## config.mk

```make
export PLATFORM = sky130hd
export DESIGN_NAME = seg_pipe_adder_flat
export DESIGN_NICKNAME = d
export VERILOG_FILES = /design/src/rtl/seg_pipe_adder_if.sv /design/src/rtl/seg_pipe_adder.sv /design/src/flat_wrapper.sv
export SDC_FILE = /design/constraint.sdc
export NUM_CORES = 1
export LEC_CHECK = 0
export ABC_AREA = 1
export CAP_MARGIN = 15
export CORE_ASPECT_RATIO = 1.1
export CORE_MARGIN = 1.5
export CORE_UTILIZATION = 25
export DETAILED_ROUTE_END_ITERATION = 12
export SLEW_MARGIN = 0
export SYNTH_ARGS = -nofsm -noshare
export SYNTH_HDL_FRONTEND = slang
export SYNTH_SLANG_ARGS = --single-unit
```

## constraint.sdc

```tcl
create_clock -name clk -period 2 [get_ports clk]
set_input_delay 0.4 -clock clk [delete_from_list [all_inputs] [get_ports clk]]
set_output_delay 0.4 -clock clk [all_outputs]
set_load 0.005 [all_outputs]
```

## src/rtl/seg_pipe_adder_if.sv

```systemverilog
// Handshake and data bundle for the segmented pipelined adder.
// The master side supplies operands and accepts results; the slave side is the adder.
interface seg_pipe_adder_if #(
  parameter int WIDTH = 8
);
  logic             in_valid;
  logic             in_ready;
  logic [WIDTH-1:0] a;
  logic [WIDTH-1:0] b;
  logic             cin;
  logic             sat_en;
  logic             out_valid;
  logic             out_ready;
  logic [WIDTH:0]   sum;
  logic             sat_hit;

  modport master (
    output in_valid, a, b, cin, sat_en, out_ready,
    input  in_ready, out_valid, sum, sat_hit
  );

  modport slave (
    input  in_valid, a, b, cin, sat_en, out_ready,
    output in_ready, out_valid, sum, sat_hit
  );
endinterface

```

## src/rtl/seg_pipe_adder.sv

```systemverilog
// Pipelined adder computing a + b + cin with the carry chain cut into SEG_W-bit segments,
// one segment resolved per register stage, with optional unsigned saturation.
// All stages advance together on a single enable, so a stalled output freezes the
// whole pipe and bubbles keep their position.
module seg_pipe_adder #(
  parameter int WIDTH = 8,
  parameter int SEG_W = 4
) (
  input logic             clk,
  input logic             rst_n,
  seg_pipe_adder_if.slave bus
);
  localparam int STAGES = (SEG_W > 0) ? WIDTH / SEG_W : 1;

  if (WIDTH < 1 || SEG_W < 1 || (WIDTH % SEG_W) != 0) begin : g_param_check
    $error("seg_pipe_adder: WIDTH must be a positive multiple of SEG_W");
  end

  logic adv;

  assign adv         = !bus.out_valid || bus.out_ready;
  assign bus.in_ready = adv;

  // Stage k resolves bits [k*SEG_W +: SEG_W]; operand bits not yet added travel
  // along in a_hi/b_hi, already-resolved result bits accumulate in res.
  for (genvar k = 0; k < STAGES; k++) begin : stg
    localparam int DONE_W = (k + 1) * SEG_W;

    logic              v_prev;
    logic              c_prev;
    logic              s_prev;
    logic [SEG_W-1:0]  a_seg;
    logic [SEG_W-1:0]  b_seg;
    logic [SEG_W:0]    seg_sum;
    logic [DONE_W-1:0] res_next;
    logic              vld;

    if (k == 0) begin : g_src
      assign v_prev   = bus.in_valid;
      assign c_prev   = bus.cin;
      assign s_prev   = bus.sat_en;
      assign a_seg    = bus.a[SEG_W-1:0];
      assign b_seg    = bus.b[SEG_W-1:0];
      assign res_next = seg_sum[SEG_W-1:0];
    end else begin : g_src
      assign v_prev   = stg[k-1].vld;
      assign c_prev   = stg[k-1].g_reg.carry;
      assign s_prev   = stg[k-1].g_reg.sat;
      assign a_seg    = stg[k-1].g_reg.a_hi[SEG_W-1:0];
      assign b_seg    = stg[k-1].g_reg.b_hi[SEG_W-1:0];
      assign res_next = {seg_sum[SEG_W-1:0], stg[k-1].g_reg.res};
    end

    assign seg_sum = {1'b0, a_seg} + {1'b0, b_seg} + {{SEG_W{1'b0}}, c_prev};

    // Valid bit follows its predecessor whenever the pipe advances.
    always_ff @(posedge clk or negedge rst_n) begin
      if (!rst_n) begin
        vld <= 1'b0;
      end else if (adv) begin
        vld <= v_prev;
      end
    end

    if (k < STAGES - 1) begin : g_reg
      localparam int HI_W = WIDTH - DONE_W;

      logic [DONE_W-1:0] res;
      logic              carry;
      logic              sat;
      logic [HI_W-1:0]   a_hi;
      logic [HI_W-1:0]   b_hi;
      logic [HI_W-1:0]   a_rest;
      logic [HI_W-1:0]   b_rest;

      if (k == 0) begin : g_rest
        assign a_rest = bus.a[WIDTH-1:SEG_W];
        assign b_rest = bus.b[WIDTH-1:SEG_W];
      end else begin : g_rest
        assign a_rest = stg[k-1].g_reg.a_hi[SEG_W +: HI_W];
        assign b_rest = stg[k-1].g_reg.b_hi[SEG_W +: HI_W];
      end

      // Data only loads for valid entries so bubbles never carry stray operand values.
      always_ff @(posedge clk or negedge rst_n) begin
        if (!rst_n) begin
          res   <= '0;
          carry <= 1'b0;
          sat   <= 1'b0;
          a_hi  <= '0;
          b_hi  <= '0;
        end else if (adv && v_prev) begin
          res   <= res_next;
          carry <= seg_sum[SEG_W];
          sat   <= s_prev;
          a_hi  <= a_rest;
          b_hi  <= b_rest;
        end
      end
    end else begin : g_out
      // Final stage applies saturation and holds the result until it is popped.
      always_ff @(posedge clk or negedge rst_n) begin
        if (!rst_n) begin
          bus.sum     <= '0;
          bus.sat_hit <= 1'b0;
        end else if (adv && v_prev) begin
          if (s_prev && seg_sum[SEG_W]) begin
            bus.sum     <= {1'b0, {WIDTH{1'b1}}};
            bus.sat_hit <= 1'b1;
          end else begin
            bus.sum     <= {seg_sum[SEG_W], res_next};
            bus.sat_hit <= 1'b0;
          end
        end
      end
    end
  end

  assign bus.out_valid = stg[STAGES-1].vld;
endmodule

```

## src/flat_wrapper.sv

```systemverilog
// flat-port wrapper written by rule: the top's interface ports become plain ports
module seg_pipe_adder_flat 
#(
  parameter int WIDTH = 8,
  parameter int SEG_W = 4
)
  (clk, rst_n, bus_in_valid, bus_a, bus_b, bus_cin, bus_sat_en, bus_out_ready, bus_in_ready, bus_out_valid, bus_sum, bus_sat_hit);
  seg_pipe_adder_if #(.WIDTH(WIDTH)) bus_i ();
  input logic clk;
  input logic rst_n;
  input wire logic [$bits(bus_i.in_valid)-1:0] bus_in_valid;
  input wire logic [$bits(bus_i.a)-1:0] bus_a;
  input wire logic [$bits(bus_i.b)-1:0] bus_b;
  input wire logic [$bits(bus_i.cin)-1:0] bus_cin;
  input wire logic [$bits(bus_i.sat_en)-1:0] bus_sat_en;
  input wire logic [$bits(bus_i.out_ready)-1:0] bus_out_ready;
  output wire logic [$bits(bus_i.in_ready)-1:0] bus_in_ready;
  output wire logic [$bits(bus_i.out_valid)-1:0] bus_out_valid;
  output wire logic [$bits(bus_i.sum)-1:0] bus_sum;
  output wire logic [$bits(bus_i.sat_hit)-1:0] bus_sat_hit;
  assign bus_i.in_valid = bus_in_valid;
  assign bus_i.a = bus_a;
  assign bus_i.b = bus_b;
  assign bus_i.cin = bus_cin;
  assign bus_i.sat_en = bus_sat_en;
  assign bus_i.out_ready = bus_out_ready;
  assign bus_in_ready = bus_i.in_ready;
  assign bus_out_valid = bus_i.out_valid;
  assign bus_sum = bus_i.sum;
  assign bus_sat_hit = bus_i.sat_hit;
  seg_pipe_adder #(.WIDTH(WIDTH), .SEG_W(SEG_W)) u_core (.clk(clk), .rst_n(rst_n), .bus(bus_i));
endmodule
```

After elaboration in Yosys (flattened, before gate mapping):

Cells that the tools add are included.

* $add $sub $neg: 4
* multiplexer cells: 2
* reductions and logical operators: 5

Operators with widths (count)
* $add A4 B4 Y5: 2
* $add A5 B1 Y5: 2
* $mux W9: 1
* $logic_and A1 B1 Y1: 3
* $logic_not A1 Y1: 1
* $logic_or A1 B1 Y1: 1
* $mux W1: 1

* register bits after elaboration: 26
* input port bits: 22
* output and inout port bits: 12
* word-level logic and storage cells: 20

Logic depth before layout (Yosys ltp):

Gate-level depths: netlist of the first run.

* depth after elaboration: 4
* gate-level depth with buffers: 8
* depth with buffers taken out: 8

Worst setup path after synthesis of the first run:

No wires, ideal clock.

* kind: reg-to-reg
* start: register u_core.stg[0].g_reg.b_hi[0]
* end: register u_core.bus.sum[0]
* setup time: 128 ps
* arrival: 1492 ps
* required time: 1872 ps
* setup slack: 381 ps
* cell stages (with the launch flop): 9
* buffers on the path: 0
* period minus slack after synthesis: 1619 ps
* cells stage by stage: dfrtp_1 -> fa_1 -> inv_1 -> fa_1 -> nor2_1 -> nor2_1 -> nor2_1 -> inv_2 -> o21ai_0

* cells in the longest elaborated chain, start to end: 4

Ends and longest elaborated chain
* from (decl): line seg_pipe_adder.sv:72 `logic [HI_W-1:0] b_hi;`
* from (signal assigned): line seg_pipe_adder.sv:97 `b_hi <= b_rest;`
* $add A4 B4 Y5: line seg_pipe_adder.sv:54 `assign seg_sum = {1'b0, a_seg} + {1'b0, b_seg} + {{SEG_W{1'b0}}, c_prev};`
* $add A5 B1 Y5: line seg_pipe_adder.sv:54
* $logic_and A1 B1 Y1: line seg_pipe_adder.sv:107 `if (s_prev && seg_sum[SEG_W]) begin`
* $mux W9: line seg_pipe_adder.sv:107
* to (signal assigned): line seg_pipe_adder.sv:108 `bus.sum <= {1'b0, {WIDTH{1'b1}}};`
* to (signal assigned): line seg_pipe_adder.sv:111 `bus.sum <= {seg_sum[SEG_W], res_next};`
* to (decl): line seg_pipe_adder_if.sv:24 `output in_ready, out_valid, sum, sat_hit`

Every way passes these cells.
A chain may end at the register's enable or synchronous reset.

Worst setup path in the final report of the first run:

* start: input bus_out_ready
* end: output bus_in_ready

* cells in the longest elaborated chain, start to end: 1

Ends and longest elaborated chain
* from (decl): line flat_wrapper.sv:16 `input wire logic [$bits(bus_i.out_ready)-1:0] bus_out_ready;`
* $logic_or A1 B1 Y1: line seg_pipe_adder.sv:21 `assign adv = !bus.out_valid || bus.out_ready;`
* to (decl): line flat_wrapper.sv:17 `output wire logic [$bits(bus_i.in_ready)-1:0] bus_in_ready;`

Every way passes these cells.

==> results of run 1 <==
## logic make-up after synthesis
family | after synthesis
buf+inv | 21
compound gates | 16
fa+ha+maj | 10
xor+xnor | 2
simple gates | 78
flops | 26
## synthesized netlist by cell type, types with 3 or more instances
cell     instances  share of area
a21oi_1          3          0.011
dfrtp_1         26           0.49
fa_1             4          0.060
ha_1             6          0.056
inv_1           14          0.039
inv_2            3         0.0084
nand2_1         46           0.13
nand2_4          3          0.025
nand3_1          6          0.022
nor2_1          19          0.053
o21ai_0          5          0.019
o21ai_1          7          0.026
## path summary, 6_finish.rpt
check | endpoint | from | depth (start not counted) | slack (ns)
max reg2reg | u_core.bus.sum[0] | u_core.stg[0].g_reg.b_hi[0] | 8 | 0.24
min reg2reg | u_core.bus.sum[5] | u_core.bus.sum[5] | 2 | 0.50
max in group asynchronous | u_core.stg[0].g_reg.b_hi[2] | rst_n | 2 | 1.26
min | u_core.stg[0].g_reg.res[0] | rst_n | 2 | 0.50
max | bus_in_ready | bus_out_ready | 4 | 0.15
min in group clk | u_core.bus.sum[5] | u_core.bus.sum[5] | 2 | 0.50
## worst reg2reg max path, delay by kind of cell (launching register included)
kind / cells / cell delay, ns
buf+inv: 2 / 0.20
fa+ha+maj: 2 / 0.65
flops: 1 / 0.41
simple gates: 3 / 0.30
compound gates: 1 / 0.09
## cell usage in the layout, fill, tap and decap left out
cell and n:
nand2_1 46, clkdlybuf4s50_1 33, dfrtp_1 26, nor2_1 19
inv_1 14, o21ai_1 7, nand3_1 6, ha_1 6
o21ai_0 5, fa_1 4, inv_2 3, nand2_4 3
a21oi_1 3, clkbuf_8 3, buf_4 3, or2_2 2
nor2_2 2, inv_4 1, o21ai_2 1, xnor2_1 1
xor2_1 1, bufinv_16 1
## where the power goes
| group | switching, mW | total (mW) | leakage [nW] | internal [mW] |
|---|---|---|---|---|
| logic | 0.265 | 0.599 | 0.534 | 0.333 |
| clock network | 0.163 | 0.431 | 0.0357 | 0.268 |
| registers | 0.0789 | 0.741 | 0.311 | 0.662 |
## flip-flops by register name, summed over array words and instances, names as in the netlist
register and cells:
u_core.bus.out_valid 1, u_core.stg.g_reg.sat 1, u_core.stg.g_reg.b_hi 4, u_core.stg.g_reg.a_hi 4, u_core.stg.g_reg.res 4, u_core.bus.sum 9
u_core.stg.g_reg.carry 1, u_core.bus.sat_hit 1, u_core.stg.vld 1
## per-layer routing
metal | up-vias | part of all wire
li1 | 544 | -
met1 | 463 | 0.46
met2 | 22 | 0.49
met3 | 2 | 0.033
met4 | 0 | 0.016
met5 | - | 0
## area by class of cell
class	count	area, um2	share of cell area
Sequential cell	26	651	0.357
Tap cell	72	90.1	0.0494
Multi-Input combinational cell	106	589	0.323
Inverter	18	70.1	0.0384
Clock inverter	1	30.0	0.0165
Clock buffer	3	41.3	0.0226
Timing Repair Buffer	36	353	0.193
==> impl_metrics.env, run 1 <==
export IMPL_clock_path_buffers=2
export IMPL_ant_nets=0
export IMPL_fill_cells=526
export IMPL_grt_max_degree=27
export IMPL_status="complete, no violations"
export IMPL_core_area_um2=5100
export IMPL_yosys_area_share_adder=0.116
export IMPL_tns_ns=0
export IMPL_crit_fanout=2
export IMPL_finalCritPeriodShare=0.926
export IMPL_peakVddDrop_v=0.000272
export IMPL_cap_viol_max_count=0
export IMPL_vias=1031
export IMPL_hold_buffers=0
export IMPL_grt_pass1_wl_mm=4.51
export IMPL_worstSetupEndpointType="output pin"
export IMPL_initial_core_util=0.263
export IMPL_worstSetupPathType="input port to output pin"
export IMPL_io_buffers=33
export IMPL_antenna_found_initial=0
export IMPL_final_nets=223
export IMPL_grt_busiest_layer="met2"
export IMPL_syn_num_nets=185
export IMPL_place_congestion=0.723
export IMPL_via_per_inst=3.94
export IMPL_synth_area_mux_share=0
export IMPL_antenna_cells=0
export IMPL_yosysSeqAreaShare=0.485
export IMPL_dp_cells=258
export IMPL_worst_skew_pair_late_latency_ns=0.27
export IMPL_fin_cells=262
export IMPL_syn_area_per_cell_um2=8.77
export IMPL_synth_top_family_by_area="simple AND/OR/NAND/NOR gates"
export IMPL_synth_compound_area_frac=0.0625
export IMPL_htreeDepth=1
export IMPL_utilization=0.358
export IMPL_clock_fmax_ghz=0.540
export IMPL_synth_cell_area_um2=1340
export IMPL_dieHeight_um=79.8
export IMPL_timing_worst_slew_pin_value_ns=0.332
export IMPL_rsz0062_at_grt="false"
export IMPL_path_delay_family="buffers and inverters"
export IMPL_clk_pin_slew_ns=0.09
export IMPL_worst_path_buf_inv=3
export IMPL_cts_sinks=26
export IMPL_synth_simple_area_share=0.248
export IMPL_area_growth_pct=36.0
export IMPL_stdcell_area_um2=1820
export IMPL_total_power_mw=1.77
export IMPL_skew_ns=0.00163
export IMPL_cts_tree="yes"
export IMPL_setup_viol=0
export IMPL_grt_overflow=0
export IMPL_crit_top_cell="clkdlybuf4s50_1"
export IMPL_cp_slowest_cell="clkdlybuf4s50_1"
export IMPL_finalCriticalPeriod_ns=1.85
export IMPL_cp_arrival_ns=1.45
export IMPL_synthArstFlopShare=1.00
export IMPL_hold_viol_final=0
export IMPL_dp_hpwl_mm=1.93
export IMPL_setup_ws_ns=0.149
export IMPL_clockRootBuffer="clkbuf_8"
export IMPL_design_die_area_um2=5810
export IMPL_relSlewSlack=0.779
export IMPL_ys_flop_type="dfrtp_1"
export IMPL_met2_usage=0.164
export IMPL_cp_start_kind="input port"
export IMPL_track_usage=0.0974
export IMPL_layout_drive_gt1_share=0.100
export IMPL_yosys_warnings=0
export IMPL_place_area_um2=1750
export IMPL_drt_iter0_drc=45
export IMPL_rows=27
export IMPL_p_leak_nw=0.881
export IMPL_place_ws_ns=-0.118
export IMPL_gr_usage_met3=0.00253
export IMPL_cts_buffers=3
export IMPL_yosys_register_bits=26
export IMPL_cpPeakStageDelay_ns=0.49
export IMPL_power_density_nw_per_um2=970
export IMPL_maxSlewViolCount=0
export IMPL_synth_cells=153
export IMPL_post_drt_wl_per_cell_um=9.34
export IMPL_cts_repair_resized=0
export IMPL_synthXorXnorAreaFrac=0.0131
export IMPL_ios=34
export IMPL_wirelength_mm=2.45
export IMPL_hold_slack_ns=0.498
export IMPL_drt_pass1_iterations=4
export IMPL_crit_chain="clkdlybuf4s50_1, inv_2, nand2_4, clkdlybuf4s50_1"
export IMPL_grt_pass1_vias=1088
export IMPL_hold_path_class="input port to asynchronous set/reset pin"
export IMPL_grtUsageMet1=0.124
export IMPL_fp_dieW_um=72.8
export IMPL_ys_types=21
export IMPL_crit_required_ns=1.60
export IMPL_synth_edf_count=0
export IMPL_drc=0
export IMPL_cts_setup_buffers=0
Note: power is estimated with default switching activity, not from simulation.
==> run 2: changes to the inputs <==
Settings changed: CELL_PAD_IN_SITES_DETAIL_PLACEMENT set to 1, CELL_PAD_IN_SITES_GLOBAL_PLACEMENT set to 2, PLACE_DENSITY_LB_ADDON set to 0.1, RECOVER_POWER set to 50.
==> impl_metrics.env, run 2 (same netlist as run 1, synthesis figures left out) <==
export IMPL_status="complete, no violations"
export IMPL_dp_hpwl_mm=2.32
export IMPL_tns_ns=0
export IMPL_grt_pass1_wl_mm=5.06
export IMPL_crit_required_ns=1.60
export IMPL_antenna_cells=0
export IMPL_cpPeakStageDelay_ns=0.52
export IMPL_design_die_area_um2=5810
export IMPL_clockPowerShare=0.248
export IMPL_skew_ns=0.00545
export IMPL_p_int_mw=1.26
export IMPL_relSlewSlack=0.550
export IMPL_hold_path_class="flip-flop to flip-flop"
export IMPL_drc=0
export IMPL_place_ws_ns=-0.180
export IMPL_p_sw_frac=0.296
export IMPL_switchingPower_mw=0.531
export IMPL_rows=27
export IMPL_path_delay_family="buffers and inverters"
export IMPL_vias=1066
export IMPL_top_register="u_core.bus.sum"
export IMPL_power_share_sequential=0.414
export IMPL_worstSetupEndpointType="output pin"
export IMPL_post_drt_wl_per_cell_um=11.2
export IMPL_dieHeight_um=79.8
export IMPL_grt_pass1_vias=1136
export IMPL_layout_commonest_cell="nand2_1"
export IMPL_worstSetupPathType="input port to output pin"
export IMPL_finalCriticalPeriod_ns=1.92
export IMPL_ios=34
export IMPL_hold_buffers=0
export IMPL_maxSlewViolCount=0
export IMPL_peakVddDrop_v=0.000359
export IMPL_via_per_inst=4.05
export IMPL_final_nets=224
export IMPL_initial_core_util=0.263
export IMPL_fp_dieW_um=72.8
export IMPL_cp_slowest_cell="dlygate4sd3_1"
export IMPL_p_leak_nw=0.879
export IMPL_grt_max_degree=27
export IMPL_layout_drive_gt1_share=0.0942
export IMPL_drt_pass1_iterations=3
export IMPL_cap_viol_max_count=0
export IMPL_clock_path_buffers=2
export IMPL_crit_fanout=2
export IMPL_ant_nets=0
export IMPL_setup_viol=0
export IMPL_io_buffers=33
export IMPL_drt_iter0_drc=53
export IMPL_area_growth_pct=35.7
export IMPL_wirelength_mm=2.95
export IMPL_place_area_um2=1760
export IMPL_place_congestion=0.685
export IMPL_worst_path_buf_inv=3
export IMPL_clock_fmax_ghz=0.520
export IMPL_hold_viol_final=0
export IMPL_crit_chain="dlygate4sd3_1, inv_1, nand2_4, clkdlybuf4s50_1"
export IMPL_cp_start_kind="input port"
export IMPL_power_frac_comb=0.338
export IMPL_cp_arrival_ns=1.52
export IMPL_clockRootBuffer="clkbuf_8"
export IMPL_clk_pin_slew_ns=0.10
export IMPL_largest_reg_flops=9
export IMPL_core_area_um2=5100
export IMPL_final_cell_mix="nand2_1 (47), clkdlybuf4s50_1 (31), dfrtp_1 (26)"
export IMPL_rsz0062_at_grt="false"
export IMPL_worst_skew_pair_late_latency_ns=0.27
export IMPL_htreeDepth=1
export IMPL_grt_overflow=0
export IMPL_cts_buffers=3
export IMPL_finalCritPeriodShare=0.961
export IMPL_stdcell_area_um2=1820
export IMPL_cts_repair_resized=0
export IMPL_cts_tree="yes"
export IMPL_timing_worst_slew_pin_value_ns=0.675
export IMPL_cts_setup_buffers=0
export IMPL_power_density_nw_per_um2=984
export IMPL_setup_ws_ns=0.0782
export IMPL_track_usage=0.111
export IMPL_antenna_found_initial=0
export IMPL_cts_sinks=26
## run 2: cell count changes in the layout (fill, tap and decap cells not counted)
cell             before  now
inv_1                14   15
nand2_4               3    2
dlygate4sd3_1         0    2
clkdlybuf4s50_1      33   31
fa_1                  4    3
clkbuf_2              0    1
fa_2                  0    1
inv_2                 3    2
buf_4                 3    2
clkbuf_1              0    1
nand2_1              46   47
## run 2: tightest hold or removal path, stage by stage, from the launching register on
cell and delay [ns]:
dfrtp_1 0.36, nand2_1 0.05, nand2_1 0.05
## run 2: layout make-up
| cell class | count | area (um2) |
|---|---|---|
| clock inverter | 1 | 30.0 |
| fill | 599 | 3280 |
| tap | 72 | 90.1 |
| timing repair buffer | 37 | 354 |
| clock buffer | 3 | 41.3 |
| sequential | 26 | 651 |
| multi-input combinational | 106 | 584 |
| inverter | 18 | 70.1 |
## run 2: path summary, 6_finish.rpt
| path | start | end | slack, ns | cells past startpoint |
|---|---|---|---|---|
| max | bus_out_ready | bus_in_ready | 0.08 | 4 |
| min reg2reg | u_core.stg[0].g_reg.a_hi[3] | u_core.stg[0].g_reg.a_hi[3] | 0.50 | 2 |
| min | u_core.stg[0].g_reg.a_hi[3] | u_core.stg[0].g_reg.a_hi[3] | 0.50 | 2 |
| max reg2reg | u_core.stg[0].g_reg.b_hi[0] | u_core.bus.sum[0] | 0.15 | 8 |
| min in group asynchronous | rst_n | u_core.bus.sum[0] | 0.69 | 2 |
| max in group asynchronous | rst_n | u_core.stg[0].g_reg.sat | 0.88 | 2 |
## run 2: per-layer routing
metal / up-vias / GRT usage / wire length [um]
li1: 547 / - / -
met1: 496 / 0.133 / 1400
met2: 21 / 0.202 / 1430
met3: 2 / 0.0189 / 108
met4: 0 / 0.0283 / 19
met5: - / 0 / 0
## run 2: through the flow
stage	cells	hold WS (ns)	utilization	total power, mW
after detailed placement	259	0.476	0.345	1.38
final	263	0.495	0.357	1.79
after global routing	263	0.532	0.357	1.92
after floorplan	153	0.104	-	1.07
after CTS	263	0.504	0.359	1.83
after global placement	259	0.465	0.345	1.36
## run 2: power groups by stage
stage	registers [mW]	clock network, mW	logic (mW)
floorplan	0.750	0	0.317
global placement	0.749	0	0.611
detailed placement	0.755	0	0.625
CTS	0.744	0.456	0.629
global route	0.761	0.470	0.694
finish	0.741	0.445	0.606
==> run 3: changes to the inputs <==
Settings changed: CAP_MARGIN 15 to not set, CORE_MARGIN 1.5 to 1.
==> impl_metrics.env, run 3 (same netlist as run 1, synthesis figures left out) <==
export IMPL_clk_pin_slew_ns=0.09
export IMPL_hold_buffers=0
export IMPL_worst_skew_pair_late_latency_ns=0.27
export IMPL_drc=0
export IMPL_timing_worst_slew_pin_value_ns=0.662
export IMPL_utilization=0.356
export IMPL_switchingPower_mw=0.526
export IMPL_p_int_mw=1.26
export IMPL_rows=27
export IMPL_post_drt_wl_per_cell_um=10.8
export IMPL_layout_drive_gt1_share=0.0890
export IMPL_hold_slack_ns=0.498
export IMPL_hold_path_class="flip-flop to flip-flop"
export IMPL_grt_overflow=0
export IMPL_clock_fmax_ghz=0.520
export IMPL_initial_core_util=0.263
export IMPL_core_area_um2=5100
export IMPL_endpoint="bus_in_ready"
export IMPL_layout_commonest_cell="nand2_1"
export IMPL_cts_buffers=3
export IMPL_fill_cells=599
export IMPL_ant_nets=0
export IMPL_rsz0062_at_grt="false"
export IMPL_cts_sinks=26
export IMPL_worstReg2RegEnd="u_core.bus.sum[0]"
export IMPL_ff_latch_area_um2=651
export IMPL_setup_viol=0
export IMPL_grt_pass1_vias=1159
export IMPL_cts_repair_resized=0
export IMPL_dp_hpwl_mm=2.27
export IMPL_vias=1065
export IMPL_maxSlewViolCount=0
export IMPL_crit_fanout=2
export IMPL_grt_max_degree=27
export IMPL_clockPowerShare=0.248
export IMPL_grt_pass1_wl_mm=5.19
export IMPL_rr_worst_depth=8
export IMPL_status="complete, no violations"
export IMPL_cts_setup_buffers=0
export IMPL_cts_tree="yes"
export IMPL_drt_iter0_drc=32
export IMPL_crit_required_ns=1.60
export IMPL_multi_input_area_um2=582
export IMPL_power_frac_comb=0.338
export IMPL_ios=34
export IMPL_cap_viol_max_count=0
export IMPL_r2r_start="u_core.stg[0].g_reg.b_hi[0]"
export IMPL_finalCritPeriodShare=0.961
export IMPL_clockRootBuffer="clkbuf_8"
export IMPL_fp_dieW_um=71.8
export IMPL_worstSetupPathType="input port to output pin"
export IMPL_htreeDepth=1
export IMPL_peakVddDrop_v=0.000355
export IMPL_top_register="u_core.bus.sum"
export IMPL_design_die_area_um2=5660
export IMPL_finalCriticalPeriod_ns=1.92
export IMPL_r2r_slack_ns=0.19
export IMPL_crit_start="bus_out_ready"
export IMPL_antenna_found_initial=0
export IMPL_final_nets=224
export IMPL_relSlewSlack=0.559
export IMPL_cp_arrival_ns=1.52
export IMPL_p_leak_nw=0.880
export IMPL_track_usage=0.116
export IMPL_final_cell_mix="nand2_1 (47), clkdlybuf4s50_1 (31), dfrtp_1 (26)"
export IMPL_hold_viol_final=0
export IMPL_power_share_sequential=0.413
export IMPL_largest_reg_flops=9
export IMPL_area_growth_pct=35.5
export IMPL_drt_pass1_iterations=4
export IMPL_power_density_nw_per_um2=983
export IMPL_worstSetupEndpointType="output pin"
export IMPL_hp_start="u_core.stg[0].g_reg.b_hi[3]"
export IMPL_place_congestion=0.677
export IMPL_antenna_cells=0
export IMPL_io_buffers=33
export IMPL_skew_ns=0.00305
export IMPL_cp_start_kind="input port"
export IMPL_p_sw_frac=0.294
export IMPL_wirelength_mm=2.85
export IMPL_dieHeight_um=78.8
export IMPL_via_per_inst=4.05
export IMPL_clock_path_buffers=2
-- run 3: cell type report --
type,count,share of cell area
inverter,18,0.0385
timing repair buffer,37,0.195
sequential,26,0.358
tap,72,0.0496
multi-input combinational,106,0.320
clock inverter,1,0.0165
clock buffer,3,0.0227
-- run 3: through the flow --
| stage | instance area, um2 | worst slack [ns] | setup TNS (ns) | cells | total power [mW] |
|---|---|---|---|---|---|
| after floorplan | 1340 | 0.381 | 0 | 153 | 1.07 |
| after global placement | 1760 | -0.105 | -0.158 | 259 | 1.36 |
| after detailed placement | 1760 | -0.150 | -0.267 | 259 | 1.38 |
| after CTS | 1830 | 0.137 | 0 | 263 | 1.83 |
| after global routing | 1820 | 0.0141 | 0 | 263 | 1.93 |
| final | 1820 | 0.0771 | 0 | 263 | 1.79 |
-- run 3: power groups by stage --
stage / Sequential, mW / Clock (mW) / Combinational [mW]
2_1_floorplan: 0.750 / 0 / 0.317
3_3_place_gp: 0.749 / 0 / 0.611
3_5_place_dp: 0.754 / 0 / 0.624
4_1_cts: 0.743 / 0.459 / 0.627
5_1_grt: 0.763 / 0.474 / 0.697
6_report: 0.739 / 0.444 / 0.604
-- run 3: worst min-delay path by stage --
stage	cells after the start	slack, ns	endpoint
after global routing	2	0.53	u_core.stg[0].g_reg.b_hi[2]
after CTS	2	0.50	u_core.bus.sum[0]
final	2	0.50	u_core.stg[0].g_reg.b_hi[3]
after global placement	2	0.47	u_core.bus.sat_hit
after detailed placement	2	0.48	u_core.stg[0].g_reg.b_hi[3]
after floorplan	0	0.10	u_core.bus.out_valid
-- run 3: layer usage --
layer,GRT usage,vias to the layer above,share of wire
met3,0.0228,4,0.038
li1,-,544,-
met5,0,-,0
met1,0.150,494,0.48
met4,0.0294,0,0.010
met2,0.199,23,0.47
-- run 3: worst max-delay path, stage by stage --
cell             delay (ns)
dlygate4sd3_1          0.52
inv_1                  0.06
nand2_4                0.05
clkdlybuf4s50_1        0.49
